## config.mk

```make
export PLATFORM = sky130hd
export DESIGN_NAME = uart_tx_sequencer
export DESIGN_NICKNAME = d
export VERILOG_FILES = /design/src/rtl/uart_pkg.sv /design/src/rtl/baud_tick_gen.sv /design/src/rtl/uart_tx_sequencer.sv
export SDC_FILE = /design/constraint.sdc
export NUM_CORES = 1
export LEC_CHECK = 0
export CORE_AREA = 3 3 73 62
export CTS_CLUSTER_DIAMETER = 30
export DETAILED_ROUTE_END_ITERATION = 8
export DIE_AREA = 0 0 76 65
export DONT_BUFFER_PORTS = 1
export PLACE_DENSITY = 0.63
export RECOVER_POWER = 25
export SLEW_MARGIN = 20
export SYNTH_ARGS = -nofsm -noshare
export SYNTH_HDL_FRONTEND = slang
export SYNTH_SLANG_ARGS = --single-unit
```

## constraint.sdc

```tcl
create_clock -name clk_i -period 2.4 [get_ports clk_i]
set_input_delay 0.48 -clock clk_i [delete_from_list [all_inputs] [get_ports clk_i]]
set_output_delay 0.48 -clock clk_i [all_outputs]
set_load 0.03 [all_outputs]
```

## src/rtl/uart_pkg.sv

```systemverilog
// Shared UART definitions: state encoding, default baud divisor, parity helper.
package uart_pkg;

  typedef enum logic [2:0] {
    StIdle,
    StStart,
    StData,
    StParity,
    StStop
  } uart_state_e;

  // 50 MHz system clock / 9600 baud
  localparam int unsigned BaudDivDefault = 5208;

  // Even parity is the plain XOR of the data; odd parity inverts it.
  function automatic logic parity_bit(input logic [7:0] data, input logic odd);
    return (^data) ^ odd;
  endfunction

endpackage

```

## src/rtl/baud_tick_gen.sv

```systemverilog
// Baud-rate counter: counts 0..BAUD_DIV-1 while enabled, tick on the last count.
module baud_tick_gen
  import uart_pkg::*;
#(
  parameter int unsigned BAUD_DIV = BaudDivDefault
) (
  input  logic clk_i,
  input  logic rst_ni,
  input  logic enable_i,
  input  logic clear_i,
  output logic tick_o
);

  localparam int unsigned CntW = (BAUD_DIV > 1) ? $clog2(BAUD_DIV) : 1;
  localparam logic [CntW-1:0] CntMax = CntW'(BAUD_DIV - 1);

  logic [CntW-1:0] cnt_q, cnt_d;

  assign tick_o = enable_i && (cnt_q == CntMax);

  // Next count: clear has priority, wrap to zero right after the tick.
  always_comb begin
    cnt_d = cnt_q;
    if (clear_i) begin
      cnt_d = '0;
    end else if (enable_i) begin
      cnt_d = tick_o ? '0 : cnt_q + CntW'(1);
    end
  end

  // Counter register.
  always_ff @(posedge clk_i or negedge rst_ni) begin
    if (!rst_ni) begin
      cnt_q <= '0;
    end else begin
      cnt_q <= cnt_d;
    end
  end

endmodule

```

## src/rtl/uart_tx_sequencer.sv

```systemverilog
// UART transmitter: start bit, 8 data bits LSB first, optional parity, 1 or 2 stop bits.
module uart_tx_sequencer
  import uart_pkg::*;
#(
  parameter int unsigned BAUD_DIV   = BaudDivDefault,
  parameter bit          PARITY_EN  = 1'b0,
  parameter bit          PARITY_ODD = 1'b0,
  parameter int unsigned STOP_BITS  = 1
) (
  input  logic       clk_i,
  input  logic       rst_ni,
  input  logic       tx_start_i,
  input  logic [7:0] tx_data_i,
  output logic       tx_o,
  output logic       tx_busy_o,
  output logic       tx_done_o
);

  localparam logic LastStop = (STOP_BITS >= 2) ? 1'b1 : 1'b0;

  uart_state_e state_q;
  logic [7:0]  shift_q;
  logic        parity_q;
  logic [2:0]  bit_idx_q;
  logic        stop_idx_q;
  logic        tx_q;
  logic        busy_q;
  logic        done_q;

  logic tick;
  logic accept;

  assign accept = (state_q == StIdle) && tx_start_i;

  baud_tick_gen #(
    .BAUD_DIV (BAUD_DIV)
  ) u_baud_tick_gen (
    .clk_i    (clk_i),
    .rst_ni   (rst_ni),
    .enable_i (state_q != StIdle),
    .clear_i  (accept),
    .tick_o   (tick)
  );

  // Frame sequencer; tx/busy/done are registered alongside the state so each
  // changes on the edge that enters the new state or bit.
  always_ff @(posedge clk_i or negedge rst_ni) begin
    if (!rst_ni) begin
      state_q    <= StIdle;
      shift_q    <= '0;
      parity_q   <= 1'b0;
      bit_idx_q  <= '0;
      stop_idx_q <= 1'b0;
      tx_q       <= 1'b1;
      busy_q     <= 1'b0;
      done_q     <= 1'b0;
    end else begin
      done_q <= 1'b0;
      unique case (state_q)
        StIdle: begin
          if (tx_start_i) begin
            state_q    <= StStart;
            shift_q    <= tx_data_i;
            parity_q   <= parity_bit(tx_data_i, PARITY_ODD);
            bit_idx_q  <= '0;
            stop_idx_q <= 1'b0;
            tx_q       <= 1'b0;
            busy_q     <= 1'b1;
          end
        end
        StStart: begin
          if (tick) begin
            state_q   <= StData;
            tx_q      <= shift_q[0];
            shift_q   <= shift_q >> 1;
            bit_idx_q <= '0;
          end
        end
        StData: begin
          if (tick) begin
            if (bit_idx_q != 3'd7) begin
              tx_q      <= shift_q[0];
              shift_q   <= shift_q >> 1;
              bit_idx_q <= bit_idx_q + 3'd1;
            end else if (PARITY_EN) begin
              state_q <= StParity;
              tx_q    <= parity_q;
            end else begin
              state_q    <= StStop;
              tx_q       <= 1'b1;
              stop_idx_q <= 1'b0;
            end
          end
        end
        StParity: begin
          if (tick) begin
            state_q    <= StStop;
            tx_q       <= 1'b1;
            stop_idx_q <= 1'b0;
          end
        end
        StStop: begin
          if (tick) begin
            if (stop_idx_q == LastStop) begin
              state_q <= StIdle;
              busy_q  <= 1'b0;
              done_q  <= 1'b1;
            end else begin
              stop_idx_q <= 1'b1;
            end
          end
        end
        default: begin
          state_q <= StIdle;
          tx_q    <= 1'b1;
          busy_q  <= 1'b0;
        end
      endcase
    end
  end

  assign tx_o      = tx_q;
  assign tx_busy_o = busy_q;
  assign tx_done_o = done_q;

endmodule

```

==> results of run 1 <==
## per-stage QoR
stage / std cells / power (µW)
after floorplan: 159 / 1150
after global placement: 210 / 1210
after detailed placement: 210 / 1240
after CTS: 219 / 1680
after global routing: 219 / 1780
final: 219 / 1650
## cells in the final DEF (no fill, tap or decap), drive strengths merged, types with 2 or more instances in the layout
master,count
nor4b,3
mux2i,2
mux2,16
nor3,7
nor2,11
dfrtp,29
o21ai,13
inv,6
o31a,2
nand2,10
ha,3
a31oi,9
nand4,4
buf,2
nor4,3
a22o,2
nand3,4
nand2b,4
a21oi,10
clkbuf,8
## layer usage
metal  up-vias  part of all wire, %  wire length [µm]
li1        608                    -                 -
met1       553                   53              1760
met2        37                   40              1340
met3         7                  5.5               184
met4         0                  1.8                59
met5         -                    0                 0
## worst max-delay path by stage
stage	to	slack (ns)
2_1_floorplan	bit_idx_q[0]	0.61
3_3_place_gp	shift_q[0]	0.50
3_5_place_dp	shift_q[0]	0.45
4_1_cts	shift_q[0]	0.43
5_1_grt	shift_q[0]	0.22
6_report	shift_q[0]	0.43
## cell type report
| class | instances | area [µm²] |
|---|---|---|
| well taps | 55 | 68.8 |
| flip-flops and latches | 30 | 752 |
| clock inverters | 1 | 5.00 |
| multi-input cells | 117 | 866 |
| inverters | 6 | 22.5 |
| fillers | 353 | 1960 |
| clock buffers | 7 | 86.3 |
| repair buffers | 3 | 18.8 |
## state kept, by name (all words and copies together), names as in the netlist
register	cells
bit_idx_q	3
u_baud_tick_gen.cnt_q	13
tx_done_o	1
tx_o	1
shift_q	8
state_q	3
tx_busy_o	1
## report_power, final
| group | switching, µW | internal [µW] |
|---|---|---|
| clock | 184 | 231 |
| sequential | 179 | 654 |
| combinational | 166 | 240 |
| total | 528 | 1120 |
## what timing repair did
item,CTS,global route
gates resized for setup,0,0
endpoints found under the setup margin,0,0
hold endpoints to repair,29,0
hold buffers,1,0
## worst max-delay path: stages (launching register included)
cell and delay, ns:
sky130_fd_sc_hd__dfrtp_1 0.40, sky130_fd_sc_hd__ha_1 0.21, sky130_fd_sc_hd__ha_1 0.21, sky130_fd_sc_hd__o21ai_0 0.14
sky130_fd_sc_hd__o311ai_0 0.17, sky130_fd_sc_hd__a21oi_2 0.13, sky130_fd_sc_hd__buf_4 0.23, sky130_fd_sc_hd__mux2_2 0.36
## kinds of logic (layout without fill, tap and decap cells)
logic type	Yosys count	after routing	synth area share (%)
AOI/OAI and AO/OA	43	43	16.3
xor gates and xnor gates	1	1	0.515
adders and majority gates	3	3	2.21
buffers and inverters	12	17	4.93
DFF	30	30	44.2
muxes	18	18	13.3
and+or+nand+nor	52	52	18.5
==> summary.md, run 1 <==
Total detailed-routing wirelength: 3350 µm. Across the routed clock network, the largest skew measured is 0.00510 ns. The TritonCTS sink count was 30.

met1 is the most crowded layer. Yosys attributes the largest share of cell area to sky130_fd_sc_hd__dfrtp_1 (43%), sky130_fd_sc_hd__mux2_4 (6.2%), sky130_fd_sc_hd__mux2_2 (6.0%). Data on the critical path is required at its endpoint by 2.57 ns. The flow ran to the end, but the final reports show violations.

The worst register-to-register path has a setup slack of 0.43 ns. In this run the worst setup path begins at bit_idx_q[0]. The fraction of post-synthesis cell area in the top cell type by area was 42.6%; the data arrival at the endpoint of the critical path was 2.13 ns. The checks that failed: capacitance limit, slew limit. The worst flop-to-flop path startpoint was bit_idx_q[0]. Derived from the worst setup path, the maximum achievable clock frequency is 509 MHz. In this run, distinct cell masters in the synthesized netlist total 43.

Synthesis produced a netlist with a net count of 173. The largest fanout on the critical path works out to 11. The worst register-to-register path has a depth of 7. Counting every instance in the synthesized netlist gives 159.

0 antenna diodes ended up in the layout. The final hold violation count came out at 0. The setup path with the least slack is of type flop to flop. The logs give 1700 µm² for the post-synthesis instance area and 20 for the placement row count. The final core area utilization is 48.1%, and the met3 routing resource usage after global routing is 4.86%. For the wire length of the first global-routing pass, the log shows 6200 µm. STA classifies the critical path endpoint as a flop.

The remaining global-route overflow came out at 0. Across all hold checks on the routed design, the worst slack comes to 0.0415 ns. The initial antenna violation count was 0; the number of clock buffers inserted by TritonCTS was 5.

TritonCTS built the clock tree. Cells with a size suffix above 1 make up 20.7% of the layout. Before antenna repair, the detailed router went through 4 iterations.

The tools report the worst reg2reg path endpoint as shift_q[0]. Setup violations remaining at the end of the flow were counted as 0. Counting flops with an async set or reset pin after synthesis yields a share of 100%. The post-route standard cell area excluding fillers came out at 1820 µm².

Yosys printed 0 warnings. The path category of the worst min-delay check was primary input to asynchronous set/reset pin. Yosys mapped a number of flops with a built-in enable equal to 0. For the clock insertion delay at the later pin of the skew report, the log shows 0.28 ns. In the synthesized netlist the dominant register cell turns out to be sky130_fd_sc_hd__dfrtp_1. The HPWL after detailed placement came out at 2230 µm. The post-synthesis to final-layout area growth is 6.91%, and the final-layout setup total negative slack is 0 ns. The post-CTS setup repair buffer count is 0, and the worst vdd rail ir drop is 444 µV. The final route contains 1205 vias. The quantity of I/O buffers inserted on ports is 0, and the fraction of the cycle the final worst path needs is 81.9%.

The tools report the number of global-route vias before repair as 1202. The number of vias per cell after detailed routing works out to 5.50. Before CTS, the worst setup slack after placement is 0.450 ns. The tools report the number of I/O pins as 14. For this run, the post-layout net count is 177.

Subtracting the final worst setup slack from the clock period gives 1.97 ns. The H-tree was split into 2 levels. For the pin with the worst max-slew slack, the measured transition is 1.58 ns. For the number of nets with antenna violations after detailed routing, the log shows 0.

STA classifies the critical path startpoint as a flop. In this run the vertical extent of the chip is 65 µm. Dividing the synthesized area by the synthesized cell count gives 10.7 µm². The run gives 45.0% as the effective utilization at floorplan. The dominant cell by count in the synthesized netlist is sky130_fd_sc_hd__dfrtp_1. After detailed routing, the number of remaining DRC violations is 0. Across all setup checks in the final design, the least slack found is 0.434 ns. Power spread over the standard cell area amounts to 909 nW/µm². The overall global routing resource usage was 16.0%. After clock tree synthesis, the clock-pin slew on the worst setup and hold paths is 0.06 ns. The root cell of the clock tree was sky130_fd_sc_hd__clkbuf_8. For the met1 usage, the log shows 23.4%. The number of max-slew violations in the final report is 30, and the met2 capacity usage during global routing is 21.6%. Cell leakage power: 0.000746 µW.

Entering global routing, the biggest net connects 30 pins. Summing all placed instances gives a cell area of 1720 µm². The first routing iteration left 109 violations. The biggest area consumer among synthesized cells was sky130_fd_sc_hd__dfrtp_1. The max-capacitance violation count is 1. After floorplanning, the core was sized to cover 3780 µm². The die is 76 µm wide. The post-synthesis register bit count works out to 30. Dividing the detail-routed wire length by the instance count gives 15.3 µm. Largest buffer count on any clock path: 2. The die area was 4940 µm²; the sequential fraction of the synthesis area was 44.2%. The congestion estimate from routability-driven global placement came to 0.801. Setup repair after global routing left no endpoint under its margin. In this run the tightest slew margin relative to its limit is -5.60%. Ranked by instance count, the synthesized netlist is headed by sky130_fd_sc_hd__dfrtp_1 (29), sky130_fd_sc_hd__o21ai_0 (12), sky130_fd_sc_hd__nor2_1 (11).
Note: power is estimated with default switching activity, not from simulation.
==> run 2: changes to the inputs <==
clock period = 1.9 ns   (was 2.4 ns; I/O delays follow)
==> run 2 against run 1 <==
The run now ends clean. Clock-buffer cell count unchanged. First-iteration DRC count down 44%. Via count up 6.8%. Critical path depth unchanged. Non-clock buffer count up 16. Sequential share of layout area down 4.5 points. Largest cell class unchanged. Cell count up 7.3%. Global-route usage down 0.92 points. Highest routed layer unchanged.
==> summary.md, run 2 (same netlist as run 1, synthesis figures left out) <==
The worst setup path is launched from a flop. Largest register by flop count: u_baud_tick_gen.cnt_q. The area of the core is 3780 µm², and the wire length of the first global-routing pass is 5950 µm. The congestion estimate from routability-driven global placement came to 0.822. In this run, placement finished with an instance count of 220.

The logs give 20 for the placement row count and 0 for the number of diodes. The number of vias per cell after detailed routing is 5.48. Worst clock skew: 0.00703 ns. Per report_power, the clock group accounts for 24.4% of the total.

TritonCTS built the clock tree. The overall global routing resource usage came out at 15.1%. The library cells used most frequently in the layout, excluding fill and tap cells, are sky130_fd_sc_hd__dfrtp_1 (29), sky130_fd_sc_hd__buf_4 (14), sky130_fd_sc_hd__nor2_1 (11), sky130_fd_sc_hd__o21ai_0 (11), sky130_fd_sc_hd__nand2_1 (10).

The number of clock buffers inserted by TritonCTS is 5, and the number of nets with antenna violations after detailed routing is 0. The fraction of the cycle the final worst path needs is 98.1%, and the final setup slack of the worst path is 0.0363 ns. The data arrival at the endpoint of the critical path is 2.03 ns.

The routed layout has 1287 vias. The first detailed-routing pass ran for 4 iterations. Setup violations remaining at the end of the flow were counted as 0.

In the final layout, the registers with the most flip-flops are u_baud_tick_gen.cnt_q x13, shift_q x8. Combinational logic burns 28.0% of the power. The number of stages on the worst hold path works out to 2. The net switching power was 688 µW; the setup slack at placement was -0.0202 ns. Timing would allow up to 537 MHz. After global routing the overflow that remains totals 0. The worst vdd rail ir drop was 522 µV; the clock insertion delay at the later pin of the skew report was 0.28 ns. In this run the deepest clock path goes through 2 buffers. The design draws 2170 µW. The logs give 1282 for the number of global-route vias before repair and 0 for the number of max-slew violations in the final report. The HPWL after detailed placement is 2430 µm. The run gives 1480 µW as the cell internal power dissipation. After detailed routing, the number of remaining DRC violations is 0. Across the run, the number of max-cap violations was 0. The total power per unit cell area is 1060 nW/µm², and the transition time at the pin with the least slew margin is 0.712 ns. Final hold violation count: 0. The min-delay analysis places its worst path in the category primary input to flop. After filler insertion, the fill cell instance count of the layout stands at 334. The H-tree was split into 2 levels. Summed over all layers, the routed wires come to 3530 µm.

The routed design could run at a clock period as short as 1.86 ns. Root cell of the clock tree: sky130_fd_sc_hd__clkbuf_8. The relative slew slack is 52.6%, and the flip-flop count of the largest register after layout is 13. For the final core area utilization, the log shows 54.0%.

The number of cells on the worst reg-to-reg path is 7. Summed over all cells, the static leakage comes to 0.000845 µW. STA puts the critical path data required time at 2.07 ns. The number of cells in the finished layout apart from fillers is 235, and the post-synthesis to final-layout area growth is 19.9%. Once the floorplan was initialized, standard cells occupied 45.0% of the core. The tools report the maximum number of pins on one net before global-route repair as 31. The leading cell type in the layout, fill and taps excluded is sky130_fd_sc_hd__dfrtp_1. The per-cell routed wire length came out at 15.0 µm.

The die covers 4940 µm². The logs give 193 for the number of nets in the final layout and 920 µm² for the area of combinational cells with multiple inputs. The sequential cells in the finished layout cover a total of 752 µm². For the initial antenna violation count, the log shows 0.

The fraction of final layout cells sized beyond drive strength 1 was 30.6%. The detailed router finished its first iteration with 61 violations. The run gives 1810 µm² as the cell area after placement. Measured along the y axis, the die boundary spans 65 µm. The run finished with clean final reports. Of all nets on the critical path, the largest fanout is 5.

The clock net in this run drives a total of 30 sinks. For the post-route standard cell area excluding fillers, the log shows 2040 µm². Start-to-end type of the worst setup path: flop to flop. In this run the count of I/O pins placed on the die edge is 14.

In this run the horizontal extent of the chip is 76 µm. In this run the tool buffered the top-level ports with 0 buffer cells. Proportion of total power due to net switching: 31.7%.

The clock-pin slew on the worst setup and hold paths works out to 0.06 ns. Sequential share of power: 47.6%. STA classifies the critical path endpoint as a flop.
run 2: changes by cell type in the layout (fill, tap and decap cells not counted), moves of 2 or more:
cell	previous run	this run
sky130_fd_sc_hd__buf_4	2	14
sky130_fd_sc_hd__ha_2	0	2
sky130_fd_sc_hd__buf_12	0	2
sky130_fd_sc_hd__ha_1	3	0
run 2: final cells by class:
| cell class | count | area share (%) |
|---|---|---|
| clock buffer | 7 | 4.23 |
| clock inverter | 1 | 0.245 |
| inverter | 6 | 1.10 |
| multi-input combinational | 117 | 45.1 |
| sequential | 30 | 36.9 |
| tap | 55 | 3.37 |
| timing repair buffer | 19 | 9.08 |
run 2: what timing repair did:
action,4_1_cts,5_1_grt
hold endpoints to repair,30,0
gates resized for setup,1,10
pin swaps,0,3
buffers inserted,3,1
endpoints found under the setup margin,8,10
gates cloned,0,1
hold buffers,2,0
run 2: power groups by stage:
stage / logic [µW] / clock network (µW) / registers, µW
after detailed placement: 557 / 0 / 1050
final: 608 / 530 / 1030
after global placement: 539 / 0 / 1030
after CTS: 590 / 544 / 1040
after global routing: 673 / 571 / 1070
after floorplan: 449 / 0 / 1000
run 2: layer usage:
metal,global-route usage [%],vias up,routed length (µm)
met5,0,-,0
met3,4.58,6,157
met2,23.5,27,1570
met4,4.75,0,36
li1,-,638,-
met1,20.2,616,1770
run 2: final timing paths:
check,start,slack [ns],endpoint
min,tx_start_i,0.27,state_q[0]
max,bit_idx_q[0],0.04,shift_q[3]
max in group asynchronous,rst_ni,0.75,u_baud_tick_gen.cnt_q[1]
min in group asynchronous,rst_ni,0.69,shift_q[2]
max reg2reg,bit_idx_q[0],0.04,shift_q[3]
min reg2reg,shift_q[6],0.51,shift_q[6]
run 2: through the flow:
step | TNS [ns] | hold slack [ns]
2_1_floorplan | 0 | 0.0844
3_3_place_gp | 0 | 0.0862
3_5_place_dp | -0.0202 | 0.0854
4_1_cts | 0 | 0.268
5_1_grt | -0.0169 | 0.276
6_report | 0 | 0.266
run 2: critical path: stages (launching register included):
cell and delay [ns]:
sky130_fd_sc_hd__dfrtp_1 0.39, sky130_fd_sc_hd__ha_2 0.20, sky130_fd_sc_hd__ha_4 0.17, sky130_fd_sc_hd__o21ai_4 0.15
sky130_fd_sc_hd__o311ai_4 0.12, sky130_fd_sc_hd__a21oi_4 0.22, sky130_fd_sc_hd__clkbuf_16 0.19, sky130_fd_sc_hd__mux2_4 0.29
